**config.mk**
```make
export PLATFORM = sky130hd
export DESIGN_NAME = sr_cmd_sequencer_flat
export DESIGN_NICKNAME = d
export VERILOG_FILES = /design/src/rtl/sr_pkg.sv /design/src/rtl/sr_cmd_sequencer_if.sv /design/src/rtl/sr_cycle_counter.sv /design/src/rtl/sr_cmd_sequencer.sv /design/src/flat_wrapper.sv
export SDC_FILE = /design/constraint.sdc
export NUM_CORES = 1
export LEC_CHECK = 0
export BUFFER_PORTS_ARGS = -buffer_cell sky130_fd_sc_hd__buf_2
export CAP_MARGIN = 20
export CORE_MARGIN = 2
export CORE_UTILIZATION = 37
export CTS_CLUSTER_SIZE = 16
export DETAILED_ROUTE_END_ITERATION = 6
export GPL_TIMING_DRIVEN = 0
export RECOVER_POWER = 50
export SYNTH_ARGS = -nofsm -noshare
export SYNTH_HDL_FRONTEND = slang
export SYNTH_SLANG_ARGS = --single-unit
```
**constraint.sdc**
```tcl
create_clock -name clk -period 3.11 [get_ports clk]
set_input_delay 0.4665 -clock clk [delete_from_list [all_inputs] [get_ports clk]]
set_output_delay 0.4665 -clock clk [all_outputs]
set_load 0.05 [all_outputs]
```
**src/rtl/sr_pkg.sv**
```systemverilog
// Shared state encodings and parameter defaults for the SR flop command sequencer.
// Latency: none, declarations only. Backpressure: none.
// The optional SR_MIRROR_EN build reuses these encodings unchanged.
package sr_pkg;

    localparam logic [1:0] SR_IDLE    = 2'd0;
    localparam logic [1:0] SR_DRIVE_S = 2'd1;
    localparam logic [1:0] SR_DRIVE_R = 2'd2;
    localparam logic [1:0] SR_GAP     = 2'd3;

    localparam int SR_PULSE_CYCLES_DEF = 1;
    localparam int SR_GAP_CYCLES_DEF   = 2;
    localparam int SR_CNT_W_DEF        = 4;

    typedef enum logic [1:0] {
        ST_IDLE    = SR_IDLE,
        ST_DRIVE_S = SR_DRIVE_S,
        ST_DRIVE_R = SR_DRIVE_R,
        ST_GAP     = SR_GAP
    } sr_state_e;

endpackage

```
**src/rtl/sr_cmd_sequencer_if.sv**
```systemverilog
// Request/drive bundle between a requester and the SR flop command sequencer.
// Latency: none, wiring only. Backpressure: requests are level-sampled and latched, never refused.
// q_mirror exists only when SR_MIRROR_EN is defined.
interface sr_cmd_sequencer_if;

    logic set_req;
    logic clr_req;
    logic s;
    logic r;
    logic set_ack;
    logic clr_ack;
    logic busy;
`ifdef SR_MIRROR_EN
    logic q_mirror;

    modport master (
        output set_req, clr_req,
        input  s, r, set_ack, clr_ack, busy, q_mirror
    );

    modport slave (
        input  set_req, clr_req,
        output s, r, set_ack, clr_ack, busy, q_mirror
    );
`else
    modport master (
        output set_req, clr_req,
        input  s, r, set_ack, clr_ack, busy
    );

    modport slave (
        input  set_req, clr_req,
        output s, r, set_ack, clr_ack, busy
    );
`endif

endinterface

```
**src/rtl/sr_cycle_counter.sv**
```systemverilog
// Loadable down-counter timing the pulse and gap phases; saturates at zero.
// Latency: load takes effect on the next edge; zero is a decode of the register.
// Backpressure: none, counts every cycle it is not loaded.
module sr_cycle_counter #(
    parameter int CNT_W = 4
) (
    input  logic             clk,
    input  logic             rst_n,
    input  logic             load,
    input  logic [CNT_W-1:0] load_val,
    output logic             zero
);

    logic [CNT_W-1:0] r_cnt;

    always_ff @(posedge clk or negedge rst_n) begin
        if (!rst_n) begin
            r_cnt <= '0;
        end else if (load) begin
            r_cnt <= load_val;
        end else if (r_cnt != '0) begin
            r_cnt <= r_cnt - CNT_W'(1);
        end
    end

    assign zero = (r_cnt == '0);

endmodule

```
**src/rtl/sr_cmd_sequencer.sv**
```systemverilog
// Arbitrates set/clear requests into exclusive fixed-width s/r pulses with a forced idle gap.
// Latency: request at edge T drives s/r and ack in cycle T+1 when idle.
// Backpressure: requests during a command are latched as pending flags; define SR_MIRROR_EN to filter redundant ones.
module sr_cmd_sequencer
    import sr_pkg::*;
#(
    parameter int PULSE_CYCLES = SR_PULSE_CYCLES_DEF,
    parameter int GAP_CYCLES   = SR_GAP_CYCLES_DEF,
    parameter int CNT_W        = SR_CNT_W_DEF
) (
    input  logic                 clk,
    input  logic                 rst_n,
    sr_cmd_sequencer_if.slave    bus_if
);

    localparam logic [CNT_W-1:0] LD_PULSE = CNT_W'(PULSE_CYCLES - 1);
    localparam logic [CNT_W-1:0] LD_GAP   = CNT_W'(GAP_CYCLES - 1);

    sr_state_e        r_state;
    sr_state_e        w_state_nxt;
    logic             r_s_drv;
    logic             r_r_drv;
    logic             r_set_ack;
    logic             r_clr_ack;
    logic             r_set_pend;
    logic             r_clr_pend;
    logic             r_last_set;
    logic             w_set_cand;
    logic             w_clr_cand;
    logic             w_srv_set;
    logic             w_srv_clr;
    logic             w_red_set;
    logic             w_red_clr;
    logic             w_ack_set;
    logic             w_ack_clr;
    logic             w_load;
    logic [CNT_W-1:0] w_load_val;
    logic             w_cnt_zero;
`ifdef SR_MIRROR_EN
    logic             r_q_mirror;
`endif

    assign w_set_cand = r_set_pend | bus_if.set_req;
    assign w_clr_cand = r_clr_pend | bus_if.clr_req;
    assign w_ack_set  = w_srv_set | w_red_set;
    assign w_ack_clr  = w_srv_clr | w_red_clr;

    sr_cycle_counter #(
        .CNT_W (CNT_W)
    ) u_cnt (
        .clk      (clk),
        .rst_n    (rst_n),
        .load     (w_load),
        .load_val (w_load_val),
        .zero     (w_cnt_zero)
    );

    always_comb begin
        w_state_nxt = r_state;
        w_srv_set   = 1'b0;
        w_srv_clr   = 1'b0;
        w_red_set   = 1'b0;
        w_red_clr   = 1'b0;
        w_load      = 1'b0;
        w_load_val  = LD_PULSE;
        unique case (r_state)
            ST_IDLE: begin
`ifdef SR_MIRROR_EN
                // A request matching the known flop state is acked without a pulse, ahead of the other kind.
                if (w_set_cand && r_q_mirror) begin
                    w_red_set = 1'b1;
                end else if (w_clr_cand && !r_q_mirror) begin
                    w_red_clr = 1'b1;
                end else
`endif
                if (w_set_cand && (!w_clr_cand || !r_last_set)) begin
                    w_srv_set = 1'b1;
                end else if (w_clr_cand) begin
                    w_srv_clr = 1'b1;
                end
                if (w_srv_set) begin
                    w_state_nxt = ST_DRIVE_S;
                    w_load      = 1'b1;
                end else if (w_srv_clr) begin
                    w_state_nxt = ST_DRIVE_R;
                    w_load      = 1'b1;
                end
            end
            ST_DRIVE_S, ST_DRIVE_R: begin
                if (w_cnt_zero) begin
                    w_state_nxt = ST_GAP;
                    w_load      = 1'b1;
                    w_load_val  = LD_GAP;
                end
            end
            ST_GAP: begin
                if (w_cnt_zero) begin
                    w_state_nxt = ST_IDLE;
                end
            end
            default: begin
                w_state_nxt = ST_IDLE;
            end
        endcase
    end

    always_ff @(posedge clk or negedge rst_n) begin
        if (!rst_n) begin
            r_state    <= ST_IDLE;
            r_s_drv    <= 1'b0;
            r_r_drv    <= 1'b0;
            r_set_ack  <= 1'b0;
            r_clr_ack  <= 1'b0;
            r_set_pend <= 1'b0;
            r_clr_pend <= 1'b0;
            r_last_set <= 1'b0;
        end else begin
            r_state    <= w_state_nxt;
            r_s_drv    <= (w_state_nxt == ST_DRIVE_S);
            r_r_drv    <= (w_state_nxt == ST_DRIVE_R);
            r_set_ack  <= w_ack_set;
            r_clr_ack  <= w_ack_clr;
            // Service on this edge wins over a request seen on the same edge, so bursts merge.
            r_set_pend <= ~w_ack_set & (r_set_pend | bus_if.set_req);
            r_clr_pend <= ~w_ack_clr & (r_clr_pend | bus_if.clr_req);
            if (w_srv_set) begin
                r_last_set <= 1'b1;
            end else if (w_srv_clr) begin
                r_last_set <= 1'b0;
            end
        end
    end

`ifdef SR_MIRROR_EN
    always_ff @(posedge clk or negedge rst_n) begin
        if (!rst_n) begin
            r_q_mirror <= 1'b0;
        end else if (r_state == ST_DRIVE_S && w_state_nxt == ST_GAP) begin
            r_q_mirror <= 1'b1;
        end else if (r_state == ST_DRIVE_R && w_state_nxt == ST_GAP) begin
            r_q_mirror <= 1'b0;
        end
    end

    assign bus_if.q_mirror = r_q_mirror;
`endif

    assign bus_if.s       = r_s_drv;
    assign bus_if.r       = r_r_drv;
    assign bus_if.set_ack = r_set_ack;
    assign bus_if.clr_ack = r_clr_ack;
    assign bus_if.busy    = (r_state != ST_IDLE);

endmodule

```
**src/flat_wrapper.sv**
```systemverilog
// flat-port wrapper written by rule: the top's interface ports become plain ports
module sr_cmd_sequencer_flat import sr_pkg::*;
#(
    parameter int PULSE_CYCLES = SR_PULSE_CYCLES_DEF,
    parameter int GAP_CYCLES   = SR_GAP_CYCLES_DEF,
    parameter int CNT_W        = SR_CNT_W_DEF
)
  (clk, rst_n, bus_if_set_req, bus_if_clr_req, bus_if_s, bus_if_r, bus_if_set_ack, bus_if_clr_ack, bus_if_busy);
  sr_cmd_sequencer_if bus_if_i ();
  input  logic clk;
  input  logic rst_n;
  input wire logic [$bits(bus_if_i.set_req)-1:0] bus_if_set_req;
  input wire logic [$bits(bus_if_i.clr_req)-1:0] bus_if_clr_req;
  output wire logic [$bits(bus_if_i.s)-1:0] bus_if_s;
  output wire logic [$bits(bus_if_i.r)-1:0] bus_if_r;
  output wire logic [$bits(bus_if_i.set_ack)-1:0] bus_if_set_ack;
  output wire logic [$bits(bus_if_i.clr_ack)-1:0] bus_if_clr_ack;
  output wire logic [$bits(bus_if_i.busy)-1:0] bus_if_busy;
  assign bus_if_i.set_req = bus_if_set_req;
  assign bus_if_i.clr_req = bus_if_clr_req;
  assign bus_if_s = bus_if_i.s;
  assign bus_if_r = bus_if_i.r;
  assign bus_if_set_ack = bus_if_i.set_ack;
  assign bus_if_clr_ack = bus_if_i.clr_ack;
  assign bus_if_busy = bus_if_i.busy;
  sr_cmd_sequencer #(.PULSE_CYCLES(PULSE_CYCLES), .GAP_CYCLES(GAP_CYCLES), .CNT_W(CNT_W)) u_core (.clk(clk), .rst_n(rst_n), .bus_if(bus_if_i));
endmodule
```
### Word level (Yosys, flattened, before mapping)

Cells that the tools add are included.

| operators by class | value |
|---|---|
| add/sub/neg operators | 1 |
| mux-type cells | 22 |
| reduce and logical (&&, ||, !) cells | 11 |
| bitwise operators | 6 |
| eq/ne operators | 5 |

Operators by type and width:

| kind | number |
|---|---|
| $mux W1 | 13 |
| $mux W4 | 3 |
| $mux W2 | 4 |
| $eq A2 B2 Y1 const B | 3 |
| $pmux W2 S3 | 1 |
| $reduce_bool A2 Y1 | 3 |
| $eq A2 B1 Y1 const B | 2 |
| $logic_not A4 Y1 | 1 |
| $reduce_bool A4 Y1 | 1 |
| $sub A4 B1 Y4 const B | 1 |
| $and A1 B1 Y1 | 2 |
| $logic_not A1 Y1 | 2 |
| $logic_not A2 Y1 | 1 |
| $not A1 Y1 | 2 |
| $or A1 B1 Y1 | 2 |
| $pmux W1 S2 | 1 |
| $reduce_or A2 Y1 | 1 |
| $logic_and A1 B1 Y1 | 1 |
| $logic_or A1 B1 Y1 | 1 |

| word-level totals | value |
|---|---|
| logic and storage cells | 54 |
| bits in registers | 13 |

### Depth between registers and ports, before layout

| logic depth | value |
|---|---|
| depth in word-level cells | 10 |
| gate-level depth with buffers | 6 |

### By module

From an unflattened synthesis, not the netlist that was laid out.

| unflattened totals | value |
|---|---|
| cells, all modules | 69 |
| area total of the unflattened synthesis | 726.9 um^2 |

By module, submodules not included:

| module | area an instance (um^2) | cells each | times used |
|---|---|---|---|
| sr_cmd_sequencer | 493.0 | 47 | 1 |
| sr_cycle_counter | 234.0 | 22 | 1 |

### Least setup slack after synthesis

OpenSTA, ideal clock, no wires.

| timing path | value |
|---|---|
| path type | flip-flop to flip-flop |
| start | reg u_core.r_state[0] |
| end | reg u_core.r_s_drv, in the netlist u_core.bus_if.s |
| arrival time | 1.671 ns |
| slack | 1.319 ns |
| buffers on the path | 0 |
| clock period less this slack | 1.791 ns |
| stages on the path, launching flop included | 7 |
| path through | dfrtp_1 inv_1 ha_1 inv_1 o22ai_1 a211o_1 and3_1 |

| on the way | value |
|---|---|
| cells in the longest elaborated chain, start to end | 4 |
| elaborated cells between the ends (all ways) | 11 |
| classes of those cells | eq/ne: 4; mux: 5; reduce/logical: 2 |

Ends and longest elaborated chain:

| item | RTL line | RTL |
|---|---|---|
| start: declaration | sr_cmd_sequencer.sv:19 | `sr_state_e r_state;` |
| start signal: assignment | sr_cmd_sequencer.sv:118 | `r_state <= w_state_nxt;` |
| $eq A2 B1 Y1, or another cell as far along | sr_cmd_sequencer.sv:66 | `unique case (r_state)` |
| $reduce_or A2 Y1 / $mux W2 (equally long branches) | sr_cmd_sequencer.sv:66, sr_cmd_sequencer.sv:81 |  |
| $pmux W2 S3 (*) | sr_cmd_sequencer.sv:66 |  |
| named net u_core.w_state_nxt[0] | sr_cmd_sequencer.sv:20 | `sr_state_e w_state_nxt;` |
| $eq A2 B1 Y1 (*) | sr_cmd_sequencer.sv:119 | `r_s_drv <= (w_state_nxt == ST_DRIVE_S);` |
| end signal: assignment | sr_cmd_sequencer.sv:119 |  |
| end: declaration | sr_cmd_sequencer.sv:21 | `logic r_s_drv;` |

The timed path passes the listed nets; every way through them passes the cells marked *.
A chain may end at the register's enable or synchronous reset.

### Worst setup path after layout

| timing path | value |
|---|---|
| start | reg u_core.r_state[0] |
| end | out bus_if_busy |

| on the way | value |
|---|---|
| cells in the longest elaborated chain, start to end | 1 |

Ends and longest elaborated chain:

| item | RTL line | RTL |
|---|---|---|
| $reduce_bool A2 Y1 | sr_cmd_sequencer.sv:152 | `assign bus_if.busy = (r_state != ST_IDLE);` |
| end: declaration | flat_wrapper.sv:18 | `output wire logic [$bits(bus_if_i.busy)-1:0] bus_if_busy;` |

No other way between the ends.

==> summary.txt <==
Drt
  • Final wirelength: around 1100 microns
  • Vias per cell: 5.385
  • Routed length per instance: 12.23 microns
  • 1st-pass router iterations: 4
  • DR iter-0 viols: 6
  • Vias: 490
  • Final ANT Viol Nets: 0
  • DRC: 0

Floorplan
  • Die Wd: 45.49 microns
  • Core area: around 1600 sq um
  • Die area: 2069 sq um
  • Initial Utilization: 40.85%
  • IO Count: 9
  • Die height: 45.49 microns
  • Row count: 14

Setup path
  • Worst path required time: 2.64 ns
  • Critical setup path kind: reg2out
  • Critical-path maximum fanout: 8
  • CP Launch Type: flip-flop
  • Slack of the worst reg-to-reg path: ~1.3 ns
  • Crit path DAT: about 1.4 ns
  • Crit path capture type: primary output

Placed design
  • # port buffers: 8
  • Routability cong.: 0.7356
  • HPWL after DPL: 839.5 microns

Yosys
  • Main synth FF type: dfrtp_1
  • Post-synth top cells: 13 x dfrtp_1, 6 x inv_1, 6 x nor2_1
  • Post-Synthesis Cells: 63
  • Top-count cell post-synth: dfrtp_1
  • Mean Syn Cell Area: 10.11 sq um
  • Post-synth ARST share: 100.0%
  • Top cell type's share of synthesized area: 51.08%
  • EDFF count, synth: 0
  • Post-Synthesis Cell Area: between 600 and 700 sq um
  • Synth area leaders: dfrtp_1 51%, ha_1 5.9%, a21oi_1 3.9%
  • Yosys Warn Count: 0
  • Cell variety after synth: 25
  • Synth Register Bits: 13
  • Net Count, Synth: 70
  • Register area share after synthesis: 51.08%
  • Area leader, netlist: dfrtp_1

Clock tree
  • Max Buffers Root-to-Sink: 2
  • Reg clk slew, reported paths: 0.08 ns
  • Clock sinks: 13
  • Cts bufs inserted: 3
  • Post-cts sizing count: 0
  • Clock root buffer: clkbuf_4
  • CTS H-Tree Depth: 1
  • Hold_buf cts: 0
  • Clock latency at the later pin of the worst-skew pair: 0.27 ns
  • Number of setup buffers added after CTS: 0
  • CTS tree: built

GRT
  • Total global-route track usage: 12.78%
  • Largest net degree at the start of global routing: 14
  • Total grt overflow: 0
  • Initial antenna violation count: 0
  • Vias in the first global route: 425
  • Global-route wire length before repair: 1904 microns

STA
  • Worst Clk Skew: 0.003443 ns
  • Fin Setup TNS: 0 ns
  • Fin crit share: 59.83%
  • Setup Viol. Count Final: 0
  • Worst-Margin Slew: 0.6919 ns
  • Tmin final: 1.861 ns
  • RSZ-0062 raised after global routing: no
  • Max Fclk: 537.4 MHz
  • Final Max Tran Viols: 0
  • Slew Limit Headroom: a little over half
  • Final Hold Vio Count: 0

Final layout
  • Nets: 83
  • Area grow syn2layout: 13.36%
  • ANT cells: 0
  • Layout cells sized above 1: 18.67%

Status
  • Outcome: finished clean

Min path
  • Worst Hold Class: in2async

Job
  • Max-cap violations: 0
[registers in the layout, indices dropped and copies added (netlist names)]
name,count
u_core.u_cnt.r_cnt,4
u_core.r_state,2
u_core.bus_if.clr_ack,1
u_core.bus_if.r,1
u_core.bus_if.s,1
u_core.bus_if.set_ack,1
u_core.r_clr_pend,1
u_core.r_last_set,1
u_core.r_set_pend,1
[cells in the final DEF, fill, tap and decap left out, drive strengths merged, types with 3 or more instances in the layout]
master and n:
dfrtp 13, buf 7, inv 6, nor2 6, a21oi 5, clkbuf 5
nand2 3, nor3 3, ha 3
[area by class of cell]
cell class	instances	area [sq um]
fillers	148	837.1
flip-flops and latches	13	325.3
multi-input cells	44	289.0
repair buffers	8	38.79
clock buffers	4	26.28
inverters	6	22.52
well taps	16	20.02
[metrics by stage]
step	cells	hold slack, ns	setup slack (ns)	area (sq um)	utilization (%)
after floorplan	63	0.1709	1.319	636.9	-
after global placement	87	0.3694	1.320	696.9	44.70
after detailed placement	87	0.3725	1.321	696.9	44.70
after CTS	91	0.06910	1.233	723.2	46.39
after global routing	91	0.2771	1.133	721.9	46.31
final	91	0.2007	1.249	721.9	46.31
[cell families after synthesis]
logic type | count (synthesis) | share of synthesized area, %
buf+inv | 6 | 3.536
flops | 13 | 51.08
fa+ha+maj | 3 | 5.895
simple gates | 24 | 22.40
compound gates | 17 | 17.09
[final timing paths]
| kind | to | startpoint | cells after the start |
|---|---|---|---|
| setup / recovery | bus_if_busy | u_core.r_state[0]$_DFF_PN0_ | 4 |
| hold / removal | u_core.u_cnt.r_cnt[1]$_DFFE_PN0P_ | rst_n | 1 |
| setup reg to reg | u_core.bus_if.s$_DFF_PN0_ | u_core.r_state[0]$_DFF_PN0_ | 6 |
| hold reg to reg | u_core.r_last_set$_DFFE_PN0P_ | u_core.r_last_set$_DFFE_PN0P_ | 2 |
| max in group asynchronous | u_core.r_state[1]$_DFF_PN0_ | rst_n | 1 |
| min in group clk | u_core.r_set_pend$_DFF_PN0_ | bus_if_set_req | 3 |
[per-layer routing]
metal	GRT usage, %	up-vias	wire [microns]
li1	-	246	-
met1	17.96	229	572
met2	18.03	13	469
met3	3.968	2	60
met4	5.294	0	10
met5	0	-	0
[worst max-delay path, stage by stage (launching register included)]
cell	delay (ns)
dfrtp_1	0.37
inv_1	0.05
ha_1	0.27
inv_1	0.15
buf_2	0.28
Power is left out: the tool's default activity adds up to more than one toggle a clock period on the data nets, which glitch-free logic cannot reach.
